--- config.mk ---
export PLATFORM = sky130hd
export DESIGN_NAME = gmm_model_mem_arbiter_flat
export DESIGN_NICKNAME = d
export VERILOG_FILES = /design/src/rtl/gmm_model_mem_arbiter_if.sv /design/src/rtl/gmm_model_mem_arbiter.sv /design/src/flat_wrapper.sv
export SDC_FILE = /design/constraint.sdc
export NUM_CORES = 2
export LEC_CHECK = 0
export ABC_CLOCK_PERIOD_IN_PS = 3200
export BUFFER_PORTS_ARGS = -buffer_cell sky130_fd_sc_hd__buf_2
export CORE_MARGIN = 2
export CORE_UTILIZATION = 50
export CTS_CLUSTER_DIAMETER = 60
export CTS_CLUSTER_SIZE = 16
export DETAILED_ROUTE_END_ITERATION = 8
export GPL_TIMING_DRIVEN = 0
export PLACE_DENSITY = 0.7
export SYNTH_ARGS = -nofsm -noshare
export SYNTH_HDL_FRONTEND = slang
export SYNTH_SLANG_ARGS = --single-unit
--- constraint.sdc ---
create_clock -name clk -period 3.2 [get_ports clk]
set_input_delay 0.64 -clock clk [delete_from_list [all_inputs] [get_ports clk]]
set_output_delay 0.64 -clock clk [all_outputs]
set_load 0.05 [all_outputs]
--- src/rtl/gmm_model_mem_arbiter_if.sv ---
// Requester, response and memory-command channels of the GMM model-memory arbiter.
// slave = arbiter side, master = surrounding pipeline and memory side.
interface gmm_model_mem_arbiter_if #(
  parameter int ADDR_WIDTH = 21,
  parameter int DATA_WIDTH = 120
);
  logic                  rd_valid;
  logic [ADDR_WIDTH-1:0] rd_addr;
  logic                  rd_ready;
  logic                  wr_valid;
  logic [ADDR_WIDTH-1:0] wr_addr;
  logic [DATA_WIDTH-1:0] wr_data;
  logic                  wr_ready;
  logic                  rsp_valid;
  logic [DATA_WIDTH-1:0] rsp_data;
  logic                  rsp_ready;
  logic                  mem_valid;
  logic                  mem_write;
  logic [ADDR_WIDTH-1:0] mem_addr;
  logic [DATA_WIDTH-1:0] mem_wdata;
  logic                  mem_ready;
  logic                  mem_rvalid;
  logic [DATA_WIDTH-1:0] mem_rdata;

  modport slave (
    input  rd_valid, rd_addr, wr_valid, wr_addr, wr_data, rsp_ready,
           mem_ready, mem_rvalid, mem_rdata,
    output rd_ready, wr_ready, rsp_valid, rsp_data,
           mem_valid, mem_write, mem_addr, mem_wdata
  );

  modport master (
    output rd_valid, rd_addr, wr_valid, wr_addr, wr_data, rsp_ready,
           mem_ready, mem_rvalid, mem_rdata,
    input  rd_ready, wr_ready, rsp_valid, rsp_data,
           mem_valid, mem_write, mem_addr, mem_wdata
  );
endinterface

--- src/rtl/gmm_model_mem_arbiter.sv ---
// Shares one model-memory command port between model fetch (read) and write-back; grant to mem_valid is 1 cycle.
// Writes win for at most WR_STREAK_MAX grants over a pending read; reads issue only against free response-FIFO credits.
module gmm_model_mem_arbiter #(
  parameter int ADDR_WIDTH      = 21,
  parameter int DATA_WIDTH      = 120,
  parameter int MAX_OUTSTANDING = 8,
  parameter int WR_STREAK_MAX   = 4
) (
  input  logic                               clk,
  input  logic                               rst_n,
  gmm_model_mem_arbiter_if.slave             bus,
  output logic [$clog2(MAX_OUTSTANDING):0]   reserved_cnt,
  output logic                               err_overflow
);
  localparam int PW = $clog2(MAX_OUTSTANDING);
  localparam int CW = PW + 1;
  localparam int SW = $clog2(WR_STREAK_MAX + 1);

  typedef struct packed {
    logic                  write;
    logic [ADDR_WIDTH-1:0] addr;
    logic [DATA_WIDTH-1:0] wdata;
  } cmd_t;

  cmd_t                  cmd_q;
  logic                  mem_valid_q;
  logic [SW-1:0]         wr_streak;
  logic [DATA_WIDTH-1:0] fifo_mem [MAX_OUTSTANDING];
  logic [PW-1:0]         rd_ptr;
  logic [PW-1:0]         wr_ptr;
  logic [CW-1:0]         count;

  logic cmd_free, can_rd, grant_wr, grant_rd;
  logic fifo_full, fifo_empty, pop, do_push;

  assign cmd_free = ~mem_valid_q | bus.mem_ready;
  assign can_rd   = bus.rd_valid & (reserved_cnt < CW'(MAX_OUTSTANDING));
  // The write yields only when a read is actually issuable and the streak is spent.
  assign grant_wr = cmd_free & bus.wr_valid & ~(can_rd & (wr_streak == SW'(WR_STREAK_MAX)));
  assign grant_rd = cmd_free & ~grant_wr & can_rd;

  assign bus.rd_ready  = grant_rd;
  assign bus.wr_ready  = grant_wr;
  assign bus.mem_valid = mem_valid_q;
  assign bus.mem_write = cmd_q.write;
  assign bus.mem_addr  = cmd_q.addr;
  assign bus.mem_wdata = cmd_q.wdata;

  assign fifo_full     = (count == CW'(MAX_OUTSTANDING));
  assign fifo_empty    = (count == '0);
  assign pop           = ~fifo_empty & bus.rsp_ready;
  assign do_push       = bus.mem_rvalid & (~fifo_full | pop);
  assign bus.rsp_valid = ~fifo_empty;
  assign bus.rsp_data  = fifo_mem[rd_ptr];

  always_ff @(posedge clk or negedge rst_n) begin
    if (!rst_n) begin
      mem_valid_q <= 1'b0;
      cmd_q       <= '0;
      wr_streak   <= '0;
    end else if (cmd_free) begin
      mem_valid_q <= grant_wr | grant_rd;
      if (grant_wr) begin
        cmd_q     <= '{write: 1'b1, addr: bus.wr_addr, wdata: bus.wr_data};
        wr_streak <= can_rd ? wr_streak + SW'(1) : '0;
      end else if (grant_rd) begin
        cmd_q     <= '{write: 1'b0, addr: bus.rd_addr, wdata: '0};
        wr_streak <= '0;
      end
    end
  end

  // Credits cover both reads in flight and entries parked in the FIFO.
  always_ff @(posedge clk or negedge rst_n) begin
    if (!rst_n) begin
      reserved_cnt <= '0;
    end else begin
      case ({grant_rd, pop})
        2'b10:   reserved_cnt <= reserved_cnt + CW'(1);
        2'b01:   reserved_cnt <= reserved_cnt - CW'(1);
        default: reserved_cnt <= reserved_cnt;
      endcase
    end
  end

  always_ff @(posedge clk or negedge rst_n) begin
    if (!rst_n) begin
      for (int i = 0; i < MAX_OUTSTANDING; i++) fifo_mem[i] <= '0;
      rd_ptr       <= '0;
      wr_ptr       <= '0;
      count        <= '0;
      err_overflow <= 1'b0;
    end else begin
      if (do_push) begin
        fifo_mem[wr_ptr] <= bus.mem_rdata;
        wr_ptr           <= wr_ptr + PW'(1);
      end
      if (pop) rd_ptr <= rd_ptr + PW'(1);
      case ({do_push, pop})
        2'b10:   count <= count + CW'(1);
        2'b01:   count <= count - CW'(1);
        default: count <= count;
      endcase
      if (bus.mem_rvalid & fifo_full & ~pop) err_overflow <= 1'b1;
    end
  end
endmodule

--- src/flat_wrapper.sv ---
// flat-port wrapper written by rule: the top's interface ports become plain ports
module gmm_model_mem_arbiter_flat 
#(
  parameter int ADDR_WIDTH      = 21,
  parameter int DATA_WIDTH      = 120,
  parameter int MAX_OUTSTANDING = 8,
  parameter int WR_STREAK_MAX   = 4
)
  (clk, rst_n, reserved_cnt, err_overflow, bus_rd_valid, bus_rd_addr, bus_wr_valid, bus_wr_addr, bus_wr_data, bus_rsp_ready, bus_mem_ready, bus_mem_rvalid, bus_mem_rdata, bus_rd_ready, bus_wr_ready, bus_rsp_valid, bus_rsp_data, bus_mem_valid, bus_mem_write, bus_mem_addr, bus_mem_wdata);
  gmm_model_mem_arbiter_if #(.ADDR_WIDTH(ADDR_WIDTH), .DATA_WIDTH(DATA_WIDTH)) bus_i ();
  input  logic clk;
  input  logic rst_n;
  output logic [$clog2(MAX_OUTSTANDING):0] reserved_cnt;
  output logic err_overflow;
  input wire logic [$bits(bus_i.rd_valid)-1:0] bus_rd_valid;
  input wire logic [$bits(bus_i.rd_addr)-1:0] bus_rd_addr;
  input wire logic [$bits(bus_i.wr_valid)-1:0] bus_wr_valid;
  input wire logic [$bits(bus_i.wr_addr)-1:0] bus_wr_addr;
  input wire logic [$bits(bus_i.wr_data)-1:0] bus_wr_data;
  input wire logic [$bits(bus_i.rsp_ready)-1:0] bus_rsp_ready;
  input wire logic [$bits(bus_i.mem_ready)-1:0] bus_mem_ready;
  input wire logic [$bits(bus_i.mem_rvalid)-1:0] bus_mem_rvalid;
  input wire logic [$bits(bus_i.mem_rdata)-1:0] bus_mem_rdata;
  output wire logic [$bits(bus_i.rd_ready)-1:0] bus_rd_ready;
  output wire logic [$bits(bus_i.wr_ready)-1:0] bus_wr_ready;
  output wire logic [$bits(bus_i.rsp_valid)-1:0] bus_rsp_valid;
  output wire logic [$bits(bus_i.rsp_data)-1:0] bus_rsp_data;
  output wire logic [$bits(bus_i.mem_valid)-1:0] bus_mem_valid;
  output wire logic [$bits(bus_i.mem_write)-1:0] bus_mem_write;
  output wire logic [$bits(bus_i.mem_addr)-1:0] bus_mem_addr;
  output wire logic [$bits(bus_i.mem_wdata)-1:0] bus_mem_wdata;
  assign bus_i.rd_valid = bus_rd_valid;
  assign bus_i.rd_addr = bus_rd_addr;
  assign bus_i.wr_valid = bus_wr_valid;
  assign bus_i.wr_addr = bus_wr_addr;
  assign bus_i.wr_data = bus_wr_data;
  assign bus_i.rsp_ready = bus_rsp_ready;
  assign bus_i.mem_ready = bus_mem_ready;
  assign bus_i.mem_rvalid = bus_mem_rvalid;
  assign bus_i.mem_rdata = bus_mem_rdata;
  assign bus_rd_ready = bus_i.rd_ready;
  assign bus_wr_ready = bus_i.wr_ready;
  assign bus_rsp_valid = bus_i.rsp_valid;
  assign bus_rsp_data = bus_i.rsp_data;
  assign bus_mem_valid = bus_i.mem_valid;
  assign bus_mem_write = bus_i.mem_write;
  assign bus_mem_addr = bus_i.mem_addr;
  assign bus_mem_wdata = bus_i.mem_wdata;
  gmm_model_mem_arbiter #(.ADDR_WIDTH(ADDR_WIDTH), .DATA_WIDTH(DATA_WIDTH), .MAX_OUTSTANDING(MAX_OUTSTANDING), .WR_STREAK_MAX(WR_STREAK_MAX)) u_core (.clk(clk), .rst_n(rst_n), .bus(bus_i), .reserved_cnt(reserved_cnt), .err_overflow(err_overflow));
endmodule
# Word-level counts from Yosys, hierarchy flattened
# Cells that the tools add are included.
# W data, S select, Z words.
dict set report word_totals {
  reg_bits 1121
  latchBits 0
  mem_bits_rw 0
  rom_bits 0
  input_bits 289
  out_inout_bits 271
  wordCells 75
  n_memories 0
}
dict set report classes {
  addsub 7
  multipliers 0
  div_mod_pow 0
  order_cmp 4
  n_eq_ne 6
  shifts 0
  muxes 13
  bitwise 21
  n_reduce_logical 6
}
# op count
set op_table {}
lappend op_table {{$bwmux W960} 1}
lappend op_table {{$bmux W120 S3} 1}
lappend op_table {{$demux W120 S3} 1}
lappend op_table {{$mux W120} 3}
lappend op_table {{$mux W142} 2}
lappend op_table {{$pmux W4 S2} 2}
lappend op_table {{$and A1 B1 Y1} 10}
lappend op_table {{$add A3 B1 Y3 const B} 3}
lappend op_table {{$mux W3} 3}
lappend op_table {{$add A4 B1 Y4 const B} 2}
lappend op_table {{$ge A4 B4 Y1 const B} 2}
lappend op_table {{$not A3 Y4} 2}
lappend op_table {{$sub A4 B1 Y4 const B} 2}
lappend op_table {{$not A1 Y1} 6}
lappend op_table {{$reduce_bool A2 Y1} 3}
lappend op_table {{$eq A2 B1 Y1 const B} 2}
lappend op_table {{$eq A2 B2 Y1 const B} 2}
lappend op_table {{$eq A4 B4 Y1 const B} 1}
lappend op_table {{$logic_not A4 Y1} 1}
lappend op_table {{$lt A4 B1 Y1 const B} 1}
lappend op_table {{$lt A4 B4 Y1 const B} 1}
lappend op_table {{$eq A3 B3 Y1 const B} 1}
lappend op_table {{$or A1 B1 Y1} 3}
lappend op_table {{$reduce_and A2 Y1} 1}
lappend op_table {{$logic_and A1 B1 Y1} 1}

# Logic depth before layout (Yosys ltp)
dict set report logic_depth {
  word_depth 10
  ltp_mapped 13
  depth_no_buf 12
}

# Worst setup path after synthesis
# Ideal clock, no wire load.
dict set report synth_timing {
  path_type {register -> register}
  start {reg u_core.reserved_cnt[3]}
  end {reg u_core.reserved_cnt[2]}
  setup_ps 146
  arrival_ps 2748
  t_required_ps 3054
  setup_slack_ps 306
  stages_incl_launch_ff 12
  path_buffers 1
  synth_period_minus_slack_ps 2894
  path_cell_list {dfrtp_1 nand4b_1 nand2_1 buf_1 nand3_1 ha_1 xor2_1 ha_1 a21oi_1 xor2_1 nor2_1 xor2_1}
}
dict set report synth_via {
  elab_chain_len 10
  word_cells_on_any_way 12
  classes_between {1 x order compare; 2 x eq/ne; 1 x mux; 7 x bitwise; 1 x reduce/logical}
}
# element line
set synth_lines {}
lappend synth_lines {{from (decl)} gmm_model_mem_arbiter.sv:12} ;# output logic [$clog2(MAX_OUTSTANDING):0] reserved_cnt,
lappend synth_lines {{from (signal assigned)} gmm_model_mem_arbiter.sv:79} ;# 2'b10: reserved_cnt <= reserved_cnt + CW'(1);
lappend synth_lines {{from (signal assigned)} gmm_model_mem_arbiter.sv:80} ;# 2'b01: reserved_cnt <= reserved_cnt - CW'(1);
lappend synth_lines {{from (signal assigned)} gmm_model_mem_arbiter.sv:81} ;# default: reserved_cnt <= reserved_cnt;
lappend synth_lines {{$lt A4 B4 Y1 (*)} gmm_model_mem_arbiter.sv:37} ;# assign can_rd = bus.rd_valid & (reserved_cnt < CW'(MAX_OUTSTANDING));
lappend synth_lines {{$and A1 B1 Y1 (*)} gmm_model_mem_arbiter.sv:37}
lappend synth_lines {{$and A1 B1 Y1} gmm_model_mem_arbiter.sv:39} ;# assign grant_wr = cmd_free & bus.wr_valid & ~(can_rd & (wr_streak == SW'(WR_STREAK_MAX)));
lappend synth_lines {{$not A1 Y1} gmm_model_mem_arbiter.sv:39}
lappend synth_lines {{$and A1 B1 Y1} gmm_model_mem_arbiter.sv:39}
lappend synth_lines {{$not A1 Y1} gmm_model_mem_arbiter.sv:40} ;# assign grant_rd = cmd_free & ~grant_wr & can_rd;
lappend synth_lines {{$and A1 B1 Y1} gmm_model_mem_arbiter.sv:40}
lappend synth_lines {{$and A1 B1 Y1 (*)} gmm_model_mem_arbiter.sv:40}
lappend synth_lines {{$eq A2 B1 Y1 / $eq A2 B2 Y1 (equally long branches)} gmm_model_mem_arbiter.sv:78} ;# case ({grant_rd, pop})
lappend synth_lines {{$pmux W4 S2 / $reduce_bool A2 Y1 (equally long branches)} -}
# Mark *: on every way between the ends. The rest lies on a longest branch, timed or not.
# A chain may end at the register's enable or synchronous reset.

# Worst setup path in the final report
dict set report layout_timing {
  start {reg u_core.rd_ptr[0]}
  end {out bus_rsp_data[96]}
}
dict set report layout_via {
  elab_chain_len 4
}
# element line
set layout_lines {}
lappend layout_lines {{from (decl)} gmm_model_mem_arbiter.sv:29} ;# logic [PW-1:0] rd_ptr;
lappend layout_lines {{from (signal assigned)} gmm_model_mem_arbiter.sv:98} ;# if (pop) rd_ptr <= rd_ptr + PW'(1);
lappend layout_lines {{$not A3 Y4 (implied by the code)} gmm_model_mem_arbiter.sv:54} ;# assign bus.rsp_data = fifo_mem[rd_ptr];
lappend layout_lines {{$bmux W120 S3} gmm_model_mem_arbiter.sv:54}
lappend layout_lines {{$mux W120 (implied by the code) (2 in a row)} gmm_model_mem_arbiter.sv:54}
lappend layout_lines {{to (decl)} flat_wrapper.sv:27} ;# output wire logic [$bits(bus_i.rsp_data)-1:0] bus_rsp_data;
# Every way passes these cells. The select of a mux whose other input is x is not followed.

==> flow_summary_export.csv <==
group,metric,value,unit
final_layout,drive_gt1_share,61.44,%
clock_tree,cts_tree,"built",
critical_path,setup.worst_path.start_class,"register",
placed_design,gp_congestion,0.8926,
drt,wirelength,126000,um
yosys,ys_seq_elements,1121,
run_status,failed_checks,"negative setup slack",
yosys,synth_compound_area_share,2.563,%
floorplan,start_util,50.17,%
final_layout,instances_no_fill,4991,
drt,final_antenna_net_count,0,
floorplan,io-pin-count,560,
timing,fin_crit_sh,105.7,%
floorplan,die_area,100800,um^2
yosys,yosys.area_share.simple,0.6643,%
final_layout,final_nets,3925,
drt,via_per_inst,5.701,
critical_path,timing.rr.end,"u_core.fifo_mem[116]",
final_layout,nFillCells,7314,
yosys,synth_async_sr_flop_share,100.0,%
critical_path,r2r_slack,180,ps
global_route,grt_util_all_layers,24.88,%
power,peakVddDrop,1.029,mV
yosys,synth_area_leaders,"dfrtp_1, mux2_2, mux4_2, mux2_4, a22o_1",
clock_tree,clock_sinks,1121,
drt,wl_per_cell,25.25,um
min_path,hold_path_class,"input pin to asynchronous set/reset pin",
placed_design,placed_cells,4774,
yosys,synth_nets,3220,
timing,slew_violations,0,
yosys,yosys.area.top_type,"dfrtp_1",
global_route,grt_pass1_vias,29920,
timing,finClkSkew,32.22,ps
yosys,synth_cell_types,39,
critical_path,end_kind,"primary output",
clock_tree,clk_pin_slew,70,ps
placed_design,portBuffers,559,
yosys,synth_edf_count,0,
floorplan,die_x,317.6,um
power,leakage,0.02722,uW
yosys,synth-xor-area-share,0.2494,%
drt,drcViolationCount,0,
timing,setup_viol,117,
flow_run,cap_viol_max_count,0,
timing,worstMarginPinSlew,936.6,ps
clock_tree,clk_latency,690,ps
timing,setup_slack,-183.0,ps
clock_tree,root_buffer,"clkbuf_16",
drt,dr.pass1.iters,4,
critical_path,cp.required,2560,ps
critical_path,r2r_cells,7,
yosys,synth-adder-area-share,0.2545,%
timing,slew_headroom,37.56,%
drt,drtIter0Drc,1805,
final_layout,utilization,60.92,%
critical_path,timing.rr.start,"u_core.count[0]",
floorplan,core,97990,um^2
global_route,antenna_found_initial,28,
final_layout,syn2layout_area_growth,21.44,%
yosys,synth_cells,2921,
timing,setup-tns-final,-10820,ps
floorplan,rows,115,
timing,holdWs,5.433,ps
global_route,overflow,0,
critical_path,crit_path_max_fanout,6,
timing,finalCriticalPeriod,3383,ps
timing,fmax,295.6,MHz
timing,final-hold-violation-count,0,
critical_path,crit_type,"register to primary output",
yosys,seq_area_frac_synth,57.06,%
critical_path,cp.arrival,2740,ps
yosys,muxShareOfSynthArea,36.99,%
run_status,status,"finished with violations",
yosys,avgSynthCellArea,16.83,um^2
global_route,grt_max_degree,164,
yosys,synth_top_family_by_area,"multiplexers",
power,power_density,1269,nW/um^2
global_route,grt_pass1_wl,190900,um
clock_tree,cts-htree-levels,3,
critical_path,crit_end,"bus_rsp_data[96]",
yosys,yosysTopAreaCellShare,57.06,%
yosys,synth.cell_area,49160,um^2
timing,rsz0062_at_grt,"yes",
yosys,synthFlopType,"dfrtp_1",
drt,num_vias,28460,
floorplan,die_y,317.6,um
clock_tree,clockBufferDepth,3,
clock_tree,numCtsBuffers,100,
yosys,ys_warn_count,0,
critical_path,startpoint,"u_core.rd_ptr[0]",
placed_design,dp_hpwl,81260,um
power,p_total,75770,uW
==> flip-flops by register name (all words and copies together), names as in the netlist <==
| signal | cells |
|---|---|
| u_core.err_overflow | 1 |
| u_core.wr_streak | 3 |
| u_core.bus.mem_valid | 1 |
| u_core.count | 4 |
| u_core.bus.mem_addr | 21 |
| u_core.bus.mem_write | 1 |
| u_core.wr_ptr | 3 |
| u_core.reserved_cnt | 4 |
| u_core.fifo_mem | 960 |
| u_core.bus.mem_wdata | 120 |
| u_core.rd_ptr | 3 |
==> cell usage in the layout (no fill, tap or decap), types with 21 or more instances in the layout <==
master and n:
dfrtp_1 1120, mux2_2 898, buf_2 515, mux4_2 240, mux2_4 184, a22o_1 120, clkbuf_16 118, buf_6 113
buf_8 36, clkbuf_1 33, nand2_1 30, buf_12 29, o21ai_0 25, mux2i_1 21
==> where the power goes <==
part	internal, uW	switching (uW)	total (uW)
registers	20800	3270	24100
clock network	6620	5760	12400
logic	20000	19400	39300
==> layout make-up <==
class | count | area (um^2) | share of cell area [%]
clock buffers | 113 | 2675 | 4.481
multi-input cells | 1587 | 20340 | 34.08
well taps | 1287 | 1610 | 2.697
flip-flops and latches | 1121 | 28050 | 46.99
plain buffers | 205 | 1645 | 2.756
repair buffers | 606 | 4690 | 7.855
diodes | 11 | 27.53 | 0.04611
clock inverters | 56 | 633.1 | 1.061
inverters | 5 | 18.77 | 0.03144
==> metrics by stage <==
stage	area (um^2)	worst slack, ps
2_1_floorplan	49160	305.9
3_3_place_gp	53570	-23350
3_5_place_dp	53780	-1333
4_1_cts	59130	-304.4
5_1_grt	59680	-252.3
6_report	59700	-183.0
==> cell usage after synthesis (7+ instances only) <==
cell / count
a22o_1: 120
mux4_2: 240
dfrtp_1: 1121
mux2i_1: 21
buf_2: 95
ha_1: 10
xor2_1: 7
buf_6: 22
xnor2_1: 7
clkbuf_1: 78
nand2_1: 31
o21ai_0: 25
mux2_2: 982
mux2_4: 100
buf_1: 12
==> kinds of logic (layout without fill, tap and decap cells) <==
family                   after synthesis  after routing
adder cells (fa/ha/maj)               10             10
AO/OA/AOI/OAI                        157            157
AND/OR/NAND/NOR                       62             62
flip-flops                          1121           1121
buffers and inverters                213            985
multiplexers                        1344           1344
XOR/XNOR                              14             14
other                                  0             11
==> routing by layer <==
layer  track usage, %  wire length, um  up-vias
met5                0              118        -
met4            7.852             3388       18
met3            4.987             7120      190
met2            39.23            59770      666
met1            35.03            55620    15180
li1                 -                -    12400
==> what timing repair did <==
item / in CTS / in global routing
gates cloned: 13 / 11
setup buffers: 15 / 4
endpoints found under the hold margin: 96 / 0
setup endpoints to repair: 525 / 122
hold buffers: 2 / 0
resized for setup: 473 / 134
==> worst max-delay path, cell delays in order (launching register included) <==
cell	delay, ps
dfrtp_2	420
clkbuf_16	180
clkbuf_16	170
buf_12	130
buf_16	130
mux4_2	500
mux2_4	340
buf_6	170
==> worst min path at each step <==
stage,endpoint,start,slack [ps]
global placement,u_core.bus.mem_write,u_core.bus.mem_write,460
finish,u_core.fifo_mem[166],rst_n,5
global route,u_core.fifo_mem[768],rst_n,50
floorplan,u_core.bus.mem_addr[0],rst_n,340
CTS,u_core.fifo_mem[166],rst_n,40
detailed placement,u_core.bus.mem_write,u_core.bus.mem_write,460
(Power assumes the default switching activity.)
